===== config.mk =====
export PLATFORM = sky130hd
export DESIGN_NAME = spi_bus_arbiter
export DESIGN_NICKNAME = d
export VERILOG_FILES = /design/src/rtl/spi_arb_pkg.sv /design/src/rtl/spi_arb_rr2.sv /design/src/rtl/spi_bus_arbiter.sv
export SDC_FILE = /design/constraint.sdc
export NUM_CORES = 1
export LEC_CHECK = 0
export CORE_ASPECT_RATIO = 1.75
export CORE_UTILIZATION = 40
export DETAILED_ROUTE_END_ITERATION = 12
export PLACE_DENSITY = 0.92
export RECOVER_POWER = 50
export REMOVE_ABC_BUFFERS = 1
export SETUP_SLACK_MARGIN = 0.4
export SLEW_MARGIN = 20
export SYNTH_ARGS = -nofsm -noshare
export SYNTH_HDL_FRONTEND = slang
export SYNTH_SLANG_ARGS = --single-unit

===== constraint.sdc =====
create_clock -name clk -period 2.8 [get_ports clk]
set_input_delay 0.28 -clock clk [delete_from_list [all_inputs] [get_ports clk]]
set_output_delay 0.28 -clock clk [all_outputs]
set_load 0.05 [all_outputs]

===== src/rtl/spi_arb_pkg.sv =====
// Shared types and constants for the two-requester SPI bus arbiter.
// Holds the FSM state encoding, the op-type encoding and the default WAIT bound.
package spi_arb_pkg;

    typedef enum logic [1:0] {
        StIdle,
        StIssue,
        StWait,
        StDrain
    } arb_state_e;

    localparam logic OP_READ  = 1'b0;
    localparam logic OP_WRITE = 1'b1;

    localparam int unsigned DEFAULT_TIMEOUT_CYCLES = 1024;

endpackage


===== src/rtl/spi_arb_rr2.sv =====
// Combinational two-way round-robin pick: on a tie the requester that did not win
// last time is chosen. Returns a one-hot grant, zero when nothing is pending.
module spi_arb_rr2 (
    input  logic [1:0] req,
    input  logic       last_granted,
    output logic [1:0] grant
);

    always_comb begin
        grant = 2'b00;
        if (req[0] && req[1]) begin
            grant = last_granted ? 2'b01 : 2'b10;
        end else if (req[0]) begin
            grant = 2'b01;
        end else if (req[1]) begin
            grant = 2'b10;
        end
    end

endmodule


===== src/rtl/spi_bus_arbiter.sv =====
// Two requesters share one SPI bus port, one transaction at a time, round-robin.
// Define SPI_ARB_TIMEOUT_EN to abort a WAIT after TIMEOUT_CYCLES with req_err.
module spi_bus_arbiter
    import spi_arb_pkg::*;
#(
    parameter int unsigned DATA_W         = 32,
    parameter int unsigned TIMEOUT_CYCLES = DEFAULT_TIMEOUT_CYCLES
) (
    input  logic              clk,
    input  logic              reset,
    input  logic [1:0]        req_read,
    input  logic [1:0]        req_write,
    input  logic [DATA_W-1:0] req_wdata0,
    input  logic [DATA_W-1:0] req_wdata1,
    output logic [DATA_W-1:0] req_rdata,
    output logic [1:0]        req_ack,
    output logic [1:0]        req_err,
    output logic              m_read,
    output logic              m_write,
    output logic [DATA_W-1:0] m_wdata,
    input  logic [DATA_W-1:0] m_rdata,
    input  logic              m_read_response,
    input  logic              m_write_response,
    output logic [1:0]        grant,
    output logic              busy
);

    arb_state_e state;
    logic       last_granted;
    logic       op;
    logic [1:0] pending;
    logic [1:0] pick;
    logic       win_idx;
    logic       resp_match;
    logic       timeout_hit;

    assign pending    = req_read | req_write;
    assign win_idx    = pick[1];
    // Only the response matching the op in flight may complete it.
    assign resp_match = (op == OP_READ) ? m_read_response : m_write_response;
    assign busy       = (state != StIdle);

    spi_arb_rr2 u_rr2 (
        .req          (pending),
        .last_granted (last_granted),
        .grant        (pick)
    );

`ifdef SPI_ARB_TIMEOUT_EN
    localparam int unsigned CNT_W = $clog2(TIMEOUT_CYCLES + 1);

    logic [CNT_W-1:0] wait_cnt;
    logic [1:0]       err_q;

    assign timeout_hit = (wait_cnt == CNT_W'(TIMEOUT_CYCLES - 1));
    assign req_err     = err_q;
`else
    assign timeout_hit = 1'b0;
    assign req_err     = 2'b00;
`endif

    always_ff @(posedge clk) begin
        if (reset) begin
            state        <= StIdle;
            last_granted <= 1'b1;
            op           <= OP_READ;
            grant        <= 2'b00;
            req_ack      <= 2'b00;
            req_rdata    <= '0;
            m_read       <= 1'b0;
            m_write      <= 1'b0;
            m_wdata      <= '0;
`ifdef SPI_ARB_TIMEOUT_EN
            wait_cnt     <= '0;
            err_q        <= 2'b00;
`endif
        end else begin
            req_ack   <= 2'b00;
            req_rdata <= '0;
            m_read    <= 1'b0;
            m_write   <= 1'b0;
`ifdef SPI_ARB_TIMEOUT_EN
            err_q     <= 2'b00;
`endif
            case (state)
                StIdle: begin
                    if (|pending) begin
                        // Read beats write for the same requester; the write stays pending.
                        last_granted <= win_idx;
                        grant        <= pick;
                        op           <= req_read[win_idx] ? OP_READ : OP_WRITE;
                        m_read       <= req_read[win_idx];
                        m_write      <= ~req_read[win_idx];
                        m_wdata      <= win_idx ? req_wdata1 : req_wdata0;
                        state        <= StIssue;
                    end
                end
                StIssue: begin
`ifdef SPI_ARB_TIMEOUT_EN
                    wait_cnt <= '0;
`endif
                    state <= StWait;
                end
                StWait: begin
                    if (resp_match) begin
                        req_ack <= grant;
                        if (op == OP_READ) begin
                            req_rdata <= m_rdata;
                        end
                        state <= StDrain;
                    end else if (timeout_hit) begin
                        req_ack <= grant;
`ifdef SPI_ARB_TIMEOUT_EN
                        err_q   <= grant;
`endif
                        state   <= StDrain;
                    end
`ifdef SPI_ARB_TIMEOUT_EN
                    else begin
                        wait_cnt <= wait_cnt + 1'b1;
                    end
`endif
                end
                StDrain: begin
                    // The port holds its response for two cycles; let it fall first.
                    if (!(m_read_response || m_write_response)) begin
                        grant <= 2'b00;
                        state <= StIdle;
                    end
                end
                default: begin
                    grant <= 2'b00;
                    state <= StIdle;
                end
            endcase
        end
    end

endmodule

## Word level (Yosys, flattened, before mapping)

Index checks and enable logic that the tools add are counted.

- Output and inout bits: 73
- Bits in writable memories: 0
- Logic and storage cells: 49
- Input bits: 104
- Bits in latches: 0
- Register bits: 74
- Bits in read-only memories: 0
- Memories kept: 0

- $add $sub $neg: 0
- Reductions and logical operators: 12
- Bitwise logic cells: 6
- $lt $le $gt $ge: 1
- Shift-type cells: 0
- Mux-type cells: 15
- Multiply operators: 0
- Equality and inequality tests: 6
- Div/mod/pow operators: 0

Operators with widths:

| kind | number |
|---|---|
| two-way mux 32 bit | 1 |
| two-way mux 2 bit | 8 |
| one-hot mux 2 bit (4 select lines) | 1 |
| inequality test 2 bit (second input constant) | 3 |
| AND reduction 3 bit | 2 |
| OR reduction 3 bit | 2 |
| NOT 1 bit | 5 |
| == test 2 bit (second input constant) | 2 |
| two-way mux 1 bit | 4 |
| one-hot mux 2 bit (2 select lines) | 1 |
| nonzero test 2 bit | 2 |
| OR reduction 4 bit | 1 |
| == test 2 x 1 -> 1 bit (second input constant) | 1 |
| zero test 2 bit | 1 |
| < comparator 1 x 2 -> 1 bit (second input constant) | 1 |
| bitwise OR 2 bit | 1 |
| AND reduction 2 bit | 1 |
| OR reduction 2 bit | 1 |
| logical AND 1 bit | 1 |
| logical OR 1 bit | 1 |

## Longest topological paths before layout

Gate-level depths: netlist of run 1.

- Word-level depth: 7
- Mapped depth: 8

## Modules after synthesis

From an unflattened synthesis of run 1, not the netlist that was laid out.

- Cell total of the unflattened synthesis: 269
- Area total of the unflattened synthesis: 2954.1 sq um

Modules (own cells, without submodules):

| module | cells an instance | times used | area each (sq um) |
|---|---|---|---|
| spi_bus_arbiter | 266 | 1 | 2935.3 |
| spi_arb_rr2 | 3 | 1 | 18.8 |

## Worst setup path before layout of run 1

Ideal clock, no wire load.

- Kind: register to register
- Start: register state[0]
- End: register m_wdata[14]
- Data arrival time: 1.639 ns
- Cell stages (with the launch flop): 9
- Path slack: 1.025 ns
- Setup time: 0.136 ns
- Buffers on the path: 2
- Path through: dfxtp_1 inv_1 ha_1 inv_1 nor2_2 buf_4 buf_2 nor2_1 a211oi_2

- Word-level cells in the longest chain between the ends: 2

RTL lines:

| item | line | text |
|---|---|---|
| start: declaration | spi_bus_arbiter.sv:28 | `arb_state_e state;` |
| start signal: assignment | spi_bus_arbiter.sv:64 | `state <= StIdle;` |
| start signal: assignment | spi_bus_arbiter.sv:95 | `state <= StIssue;` |
| start signal: assignment | spi_bus_arbiter.sv:102 | `state <= StWait;` |
| zero test 2 bit | spi_bus_arbiter.sv:85 | `case (state)` |
| AND reduction 2 bit (no source line) | - |  |
| end signal: assignment | spi_bus_arbiter.sv:94 | `m_wdata <= win_idx ? req_wdata1 : req_wdata0;` |
| end: declaration | spi_bus_arbiter.sv:20 | `output logic [DATA_W-1:0] m_wdata,` |

No other way between the ends.
A chain may end at the register's enable or synchronous reset.

## Worst setup path after layout of run 1

- Start: register state[0]
- End: output port busy

- Word-level cells in the longest chain between the ends: 1

RTL lines:

| item | line | text |
|---|---|---|
| nonzero test 2 bit | spi_bus_arbiter.sv:41 | `assign busy = (state != StIdle);` |
| end: declaration | spi_bus_arbiter.sv:25 | `output logic busy` |

No other way between the ends.

==> metrics.md, run 1 <==
| Metric | Value |
|---|---|
| Initial DRC Count | `97` |
| Global-route wire length before repair | `11,600 um` |
| Clk_skew | `0.00425 ns` |
| IO Port Bufs | `174` |
| WL/cell | `14.9 um` |
| Post-synthesis area per instance | `~11 um2` |
| Number of antenna violations at the first check in global routing | `0` |
| Drt drc | `0` |
| Count of cells along the worst register-to-register path | `7` |
| Cell chosen for the clock root | `sky130_fd_sc_hd__clkbuf_16` |
| Static leakage power | `2.15 nW` |
| FFs w/ async S/R, synth | `0` |
| Total via count after detailed routing | `2,612` |
| Number of global-route vias before repair | `approximately 2,500` |
| Power Density | `approximately 970 nW/um2` |
| Mapped Cells | `270` |
| Number of nets in the layout | `550` |
| Crit start category | `register` |
| Data required time at the worst endpoint | `2.52 ns` |
| Worst-path fanout max | `5` |
| Number of vias per cell | `4.94` |
| Ratio of cells with drive above 1 in the final layout | `0.0584` |
| Endpoints failing hold | `0` |
| Finished Core Util | `0.714` |
| Grt total ovfl | `0` |
| Number of filler cells placed in the layout | `497` |
| Longest Clk Path Bufs | `2` |
| Initial Utilization | `0.416` |
| Number of rows created at floorplan | `40` |
| Top-count cell post-synth | `sky130_fd_sc_hd__dfxtp_1` |
| Clock transition at the registers of the reported paths | `approximately 0.05 ns` |
| Top post-synthesis cells by area | `sky130_fd_sc_hd__dfxtp_1, sky130_fd_sc_hd__mux2i_1, sky130_fd_sc_hd__a211oi_1, sky130_fd_sc_hd__and2_1, sky130_fd_sc_hd__nor2_1` |
| Number of CTS-inserted buffers | `9` |
| Last weighted congestion value of the routability-driven placer | `0.777` |
| Top FF cell, synth | `sky130_fd_sc_hd__dfxtp_1` |
| Count of yosys warnings during synthesis | `0` |
| Clk Latency, worst-skew pair | `0.32 ns` |
| Die width | `about 66 um` |
| Final Max Tran Viols | `0` |
| Min-delay worst type | `register to register` |
| Largest area contributor in the synthesized netlist | `sky130_fd_sc_hd__dfxtp_1` |
| Number of synthesized register bits | `74` |
| Commonest cells post-synth | `sky130_fd_sc_hd__dfxtp_1, sky130_fd_sc_hd__nor2_1, sky130_fd_sc_hd__mux2i_1` |
| Overall track demand over capacity in global routing | `0.208` |
| Category of the critical setup timing path | `register to output port` |
| Transition at the pin with the smallest max-transition slack | `0.866 ns` |
| Antenna viol nets, final | `0` |
| I/O pin count | `177` |
| Total Negative Setup Slacks | `0 ns` |
| Number of sinks driven by the clock tree | `74` |
| Total detailed-routing wirelength | `between 7000 and 8000 um` |
| First-pass DRT Iterations | `4` |
| Post-synth EDFFs | `0` |
| # H-tree levels | `3` |
| Achievable clock frequency | `0.502 GHz` |
| Run status | `complete, no violations` |
| Core area | `6910 um2` |
| Setup repair after global routing missed its margin | `no` |
| Area added between synthesis and finish | `71.8%` |
| Number of diodes added for antenna fixing | `0` |
| Netlist cell types | `32` |
| Postcts setup bufs | `0` |
| Placed wire-length estimate after detailed placement | `5920 um` |
| Final worst-path cycle share | `0.712` |
| Crit end category | `output port` |
| Post-synthesis cell area | `2870 um2` |
| Count of maximum capacitance violations | `0` |
| Final worst path period need | `around 2.0 ns` |
| Vertical extent of the die | `roughly 110 um` |
| Worst Hold Path Cells | `2` |
| Post-synth top area share | `0.516` |
| Number of failing setup endpoints in the final timing report | `0` |
| Proportion of synthesized chip area in sequential cells | `0.516` |
| TritonCTS clock tree | `yes` |
| Final hold slack | `0.489 ns` |
| Rel. slew slack | `0.423` |
| Max IR drop VDD | `0.000501 V` |
| Maximum number of pins on one net before global-route repair | `42` |
| Full die area | `7540 um2` |
| Setup slack on the worst flop-to-flop path | `0.89 ns` |
| Worst EP arrival | `1.71 ns` |
==> cells by family (layout without fill, tap and decap cells) <==
| kind of cell | after synthesis | count (layout) | synth area share |
|---|---|---|---|
| flip-flops | 74 | 74 | 0.516 |
| other | 1 | 2 | 0.00131 |
| multiplexers | 35 | 35 | 0.122 |
| adder cells (fa/ha/maj) | 5 | 5 | 0.0218 |
| AND/OR/NAND/NOR | 86 | 87 | 0.164 |
| AO/OA/AOI/OAI | 44 | 44 | 0.122 |
| buffers and inverters | 25 | 198 | 0.0527 |
==> final cells by class <==
type | count | area, um2 | share of cell area
well taps | 84 | 105 | 0.0213
clock inverters | 3 | 40.0 | 0.00812
repair buffers | 178 | 1780 | 0.362
clock buffers | 12 | 246 | 0.0500
flip-flops and latches | 74 | 1480 | 0.300
multi-input cells | 173 | 1260 | 0.255
inverters | 5 | 18.8 | 0.00381
==> flip-flops by register name, summed over array words and instances, names as in the netlist <==
name / count
grant: 2
m_wdata: 32
last_granted: 1
m_read: 1
req_ack: 2
state: 2
m_write: 1
op: 1
req_rdata: 32
==> repair_timing <==
action                                  in CTS  in global routing
hold buffers                                 0                  0
endpoints found under the hold margin        0                  0
endpoints found under the setup margin       0                  2
gates resized for setup                      0                  1
==> metal layers <==
layer | vias up | track usage | share of wire
li1 | 1280 | - | -
met1 | 1171 | 0.189 | 0.34
met2 | 141 | 0.375 | 0.53
met3 | 20 | 0.0886 | 0.099
met4 | 0 | 0.112 | 0.028
met5 | - | 0 | 0
==> worst max-delay path, stage by stage (launching register included) <==
cell and delay [ns]:
sky130_fd_sc_hd__dfxtp_1 0.37, sky130_fd_sc_hd__inv_1 0.10, sky130_fd_sc_hd__ha_1 0.26, sky130_fd_sc_hd__inv_1 0.21, sky130_fd_sc_hd__dlymetal6s2s_1 0.46
==> cells in the final DEF, fill, tap and decap left out, types with 2 or more instances in the layout <==
cell / instances
sky130_fd_sc_hd__a211oi_1: 29
sky130_fd_sc_hd__a211oi_2: 3
sky130_fd_sc_hd__and2_0: 14
sky130_fd_sc_hd__and2_1: 20
sky130_fd_sc_hd__buf_4: 2
sky130_fd_sc_hd__clkbuf_1: 2
sky130_fd_sc_hd__clkbuf_16: 9
sky130_fd_sc_hd__clkdlybuf4s50_1: 139
sky130_fd_sc_hd__clkinv_2: 2
sky130_fd_sc_hd__conb_1: 2
sky130_fd_sc_hd__dfxtp_1: 74
sky130_fd_sc_hd__dlygate4sd3_1: 34
sky130_fd_sc_hd__ha_1: 5
sky130_fd_sc_hd__inv_1: 5
sky130_fd_sc_hd__mux2i_1: 35
sky130_fd_sc_hd__nand2b_1: 3
sky130_fd_sc_hd__nor2_1: 38
sky130_fd_sc_hd__nor3_1: 3
sky130_fd_sc_hd__nor3b_1: 2
sky130_fd_sc_hd__o22ai_1: 2
sky130_fd_sc_hd__or3b_1: 2
==> report_power, final <==
part	internal [mW]	switching [mW]	total, mW
Sequential	1.29	0.132	1.43
Clock	0.705	0.389	1.09
Combinational	0.822	1.43	2.25
==> worst paths after layout <==
kind | start | to
min | grant[1] | grant[1]
max | state[0] | busy
min reg2reg | grant[1] | grant[1]
max reg2reg | state[0] | m_wdata[10]
==> stage by stage <==
step | cell area, um2 | setup WS, ns | instances | total power [mW]
floorplan | 2740 | 0.102 | 251 | 2.90
global placement | 4640 | 0.593 | 513 | 3.62
detailed placement | 4640 | 0.470 | 513 | 3.69
CTS | 4930 | 0.448 | 528 | 4.81
global route | 4930 | 0.693 | 529 | 5.01
finish | 4930 | 0.807 | 529 | 4.77
No activity file was read; power rests on OpenSTA's default activity.
==> inputs of run 2 (changes only) <==
Settings changed: CORE_UTILIZATION 40 to 37, PLACE_DENSITY 0.92 to 0.86.
Clock period 2.8 ns to 1.9 ns, I/O delays scaled along.
==> run 2 against run 1 <==
Final cell count increased by 3.8%. Clock power increased by 56%. Final area increased by 3.9%. Largest cell class unchanged. Setup slack got worse by 0.56 ns. Routed wire length increased by 7.8%. Highest routed layer unchanged. Die area increased by 7.9%. Sequential power increased by 48%.
==> metrics.md, run 2 (same netlist as run 1, synthesis figures left out) <==
| Metric | Value |
|---|---|
| Initial Utilization | `0.382 (-0.0336)` |
| Setup slack at placement | `-0.0103 ns (-0.480 ns)` |
| Rel. slew slack | `0.647 (+0.224)` |
| Placed instance area | `4690 um2 (+1.1%)` |
| Number of rows created at floorplan | `42 (+5.0%)` |
| Drt drc | `0 (unchanged)` |
| Final hold slack | `0.416 ns (-0.0733 ns)` |
| IO Port Bufs | `174 (unchanged)` |
| Finished Core Util | `0.682 (-0.0323)` |
| Most frequent standard cell in the layout excluding fill and tap cells | `sky130_fd_sc_hd__clkdlybuf4s50_1` |
| Endpoints failing hold | `0 (unchanged)` |
| Full die area | `8130 um2 (+7.9%)` |
| Leading registers by flop count | `m_wdata (32), req_rdata (32)` |
| Min-delay worst type | `input pin to register` |
| Number of antenna violations at the first check in global routing | `0 (unchanged)` |
| Core area | `7510 um2 (+8.8%)` |
| Last weighted congestion value of the routability-driven placer | `0.778 (+0.19%)` |
| Ratio of cells with drive above 1 in the final layout | `0.115 (+0.0565)` |
| Data required time at the worst endpoint | `2.16 ns (-0.36 ns)` |
| Grt total ovfl | `0 (unchanged)` |
| Total via count after detailed routing | `2,666 (+2.1%)` |
| Count of maximum capacitance violations | `0 (unchanged)` |
| Antenna viol nets, final | `0 (unchanged)` |
| Static leakage power | `2.44 nW (+14%)` |
| Die width | `68.6 um (+3.9%)` |
| Setup repair after global routing missed its margin | `yes` |
| TritonCTS clock tree | `yes` |
| Clock transition at the registers of the reported paths | `0.06 ns (about the same)` |
| Achievable clock frequency | `between 0.6 and 0.7 GHz` |
| Area added between synthesis and finish | `78.4%` |
| Number of sinks driven by the clock tree | `74 (unchanged)` |
| Maximum number of pins on one net before global-route repair | `42 (unchanged)` |
| WL/cell | `15.5 um (+3.9%)` |
| Global-route wire length before repair | `12,600 um (+9.2%)` |
| Final worst path period need | `1.65 ns` |
| Crit end category | `register` |
| Setup slack of the critical path after layout | `0.245 ns (-0.562 ns)` |
| Power Density | `1480 nW/um2 (+53%)` |
| Number of CTS-inserted buffers | `9 (unchanged)` |
| Final worst-path cycle share | `0.871` |
| Overall track demand over capacity in global routing | `0.214 (+0.00619)` |
| First-pass DRT Iterations | `4 (unchanged)` |
| Clk_skew | `0.00512 ns (+0.000869 ns)` |
| Cell chosen for the clock root | `sky130_fd_sc_hd__clkbuf_16` |
| Commonest non-fill, non-tap cells in the layout | `sky130_fd_sc_hd__clkdlybuf4s50_1, sky130_fd_sc_hd__dfxtp_1, sky130_fd_sc_hd__dlygate4sd2_1` |
| Number of global-route vias before repair | `2,664 (+5.3%)` |
| # H-tree levels | `3 (unchanged)` |
| Vertical extent of the die | `119 um (+3.9%)` |
| Run status | `complete, no violations` |
| Number of failing setup endpoints in the final timing report | `0 (unchanged)` |
| Initial DRC Count | `105 (+8.2%)` |
| I/O pin count | `177 (unchanged)` |
| Max IR drop VDD | `0.000881 V (+76%)` |
| Placed wire-length estimate after detailed placement | `5720 um (-3.4%)` |
| Number of diodes added for antenna fixing | `0 (unchanged)` |
| Worst-path fanout max | `3 (-2)` |
| Total detailed-routing wirelength | `8520 um (+7.8%)` |
| Post-layout instance area | `5120 um2 (+3.9%)` |
| Number of nets in the layout | `565 (+2.7%)` |
| Post-cts hold buffer count | `0 (unchanged)` |
| Number of vias per cell | `4.86 (-1.7%)` |
| Longest Clk Path Bufs | `2 (unchanged)` |
| Transition at the pin with the smallest max-transition slack | `0.525 ns (-0.341 ns)` |
| Clk Latency, worst-skew pair | `0.33 ns (about the same)` |
| Category of the critical setup timing path | `register to register` |
| Worst EP arrival | `1.91 ns (+0.20 ns)` |
| Final Max Tran Viols | `0 (unchanged)` |
| Crit start category | `register` |
run 2: path summary, 6_finish.rpt:
| check | startpoint | end | slack [ns] | depth (start not counted) |
|---|---|---|---|---|
| min | m_rdata[6] | req_rdata[6] | 0.42 | 2 |
| max reg2reg | state[1] | grant[1] | 0.25 | 5 |
| min reg2reg | m_wdata[8] | m_wdata[8] | 0.49 | 2 |
| max | state[1] | grant[1] | 0.25 | 5 |
run 2: cell type report:
type	instances	area, um2
fill	613	2390
timing repair buffer	194	1920
sequential	74	1490
multi-input combinational	172	1280
clock buffer	9	225
tap	88	110
clock inverter	7	77.6
inverter	5	23.8
run 2: routing by layer:
metal / vias to the layer above / routed length, um / track usage / share of wire
li1: 1306 / - / - / -
met1: 1221 / 2890 / 0.188 / 0.34
met2: 123 / 4650 / 0.393 / 0.55
met3: 16 / 812 / 0.0898 / 0.095
met4: 0 / 175 / 0.0964 / 0.021
met5: - / 0 / 0 / 0
run 2: power by group:
part           total (mW)  switching (mW)  internal (mW)
clock network        1.70           0.673           1.02
logic                3.80            2.29           1.51
registers            2.11           0.197           1.91
run 2: stage by stage:
stage                     cells  power [mW]  TNS [ns]
final                       549        7.60         0
after global routing        549        7.98         0
after CTS                   548        7.64         0
after detailed placement    520        5.52   -0.0215
after global placement      520        5.44         0
after floorplan             251        4.28    -25.89
run 2: timing repair:
item                                    4_1_cts  5_1_grt
endpoints found under the setup margin      107       63
gates cloned                                  4        0
hold endpoints to repair                      0        0
buffers inserted                              8        1
pin swaps                                     5        5
gates resized for setup                      94        5
run 2: critical path, cell delays in order, from the launching register on:
cell and delay, ns:
sky130_fd_sc_hd__dfxtp_1 0.45, sky130_fd_sc_hd__ha_4 0.17, sky130_fd_sc_hd__or3b_1 0.35, sky130_fd_sc_hd__a22oi_2 0.15
sky130_fd_sc_hd__or3b_1 0.36, sky130_fd_sc_hd__a21oi_1 0.12
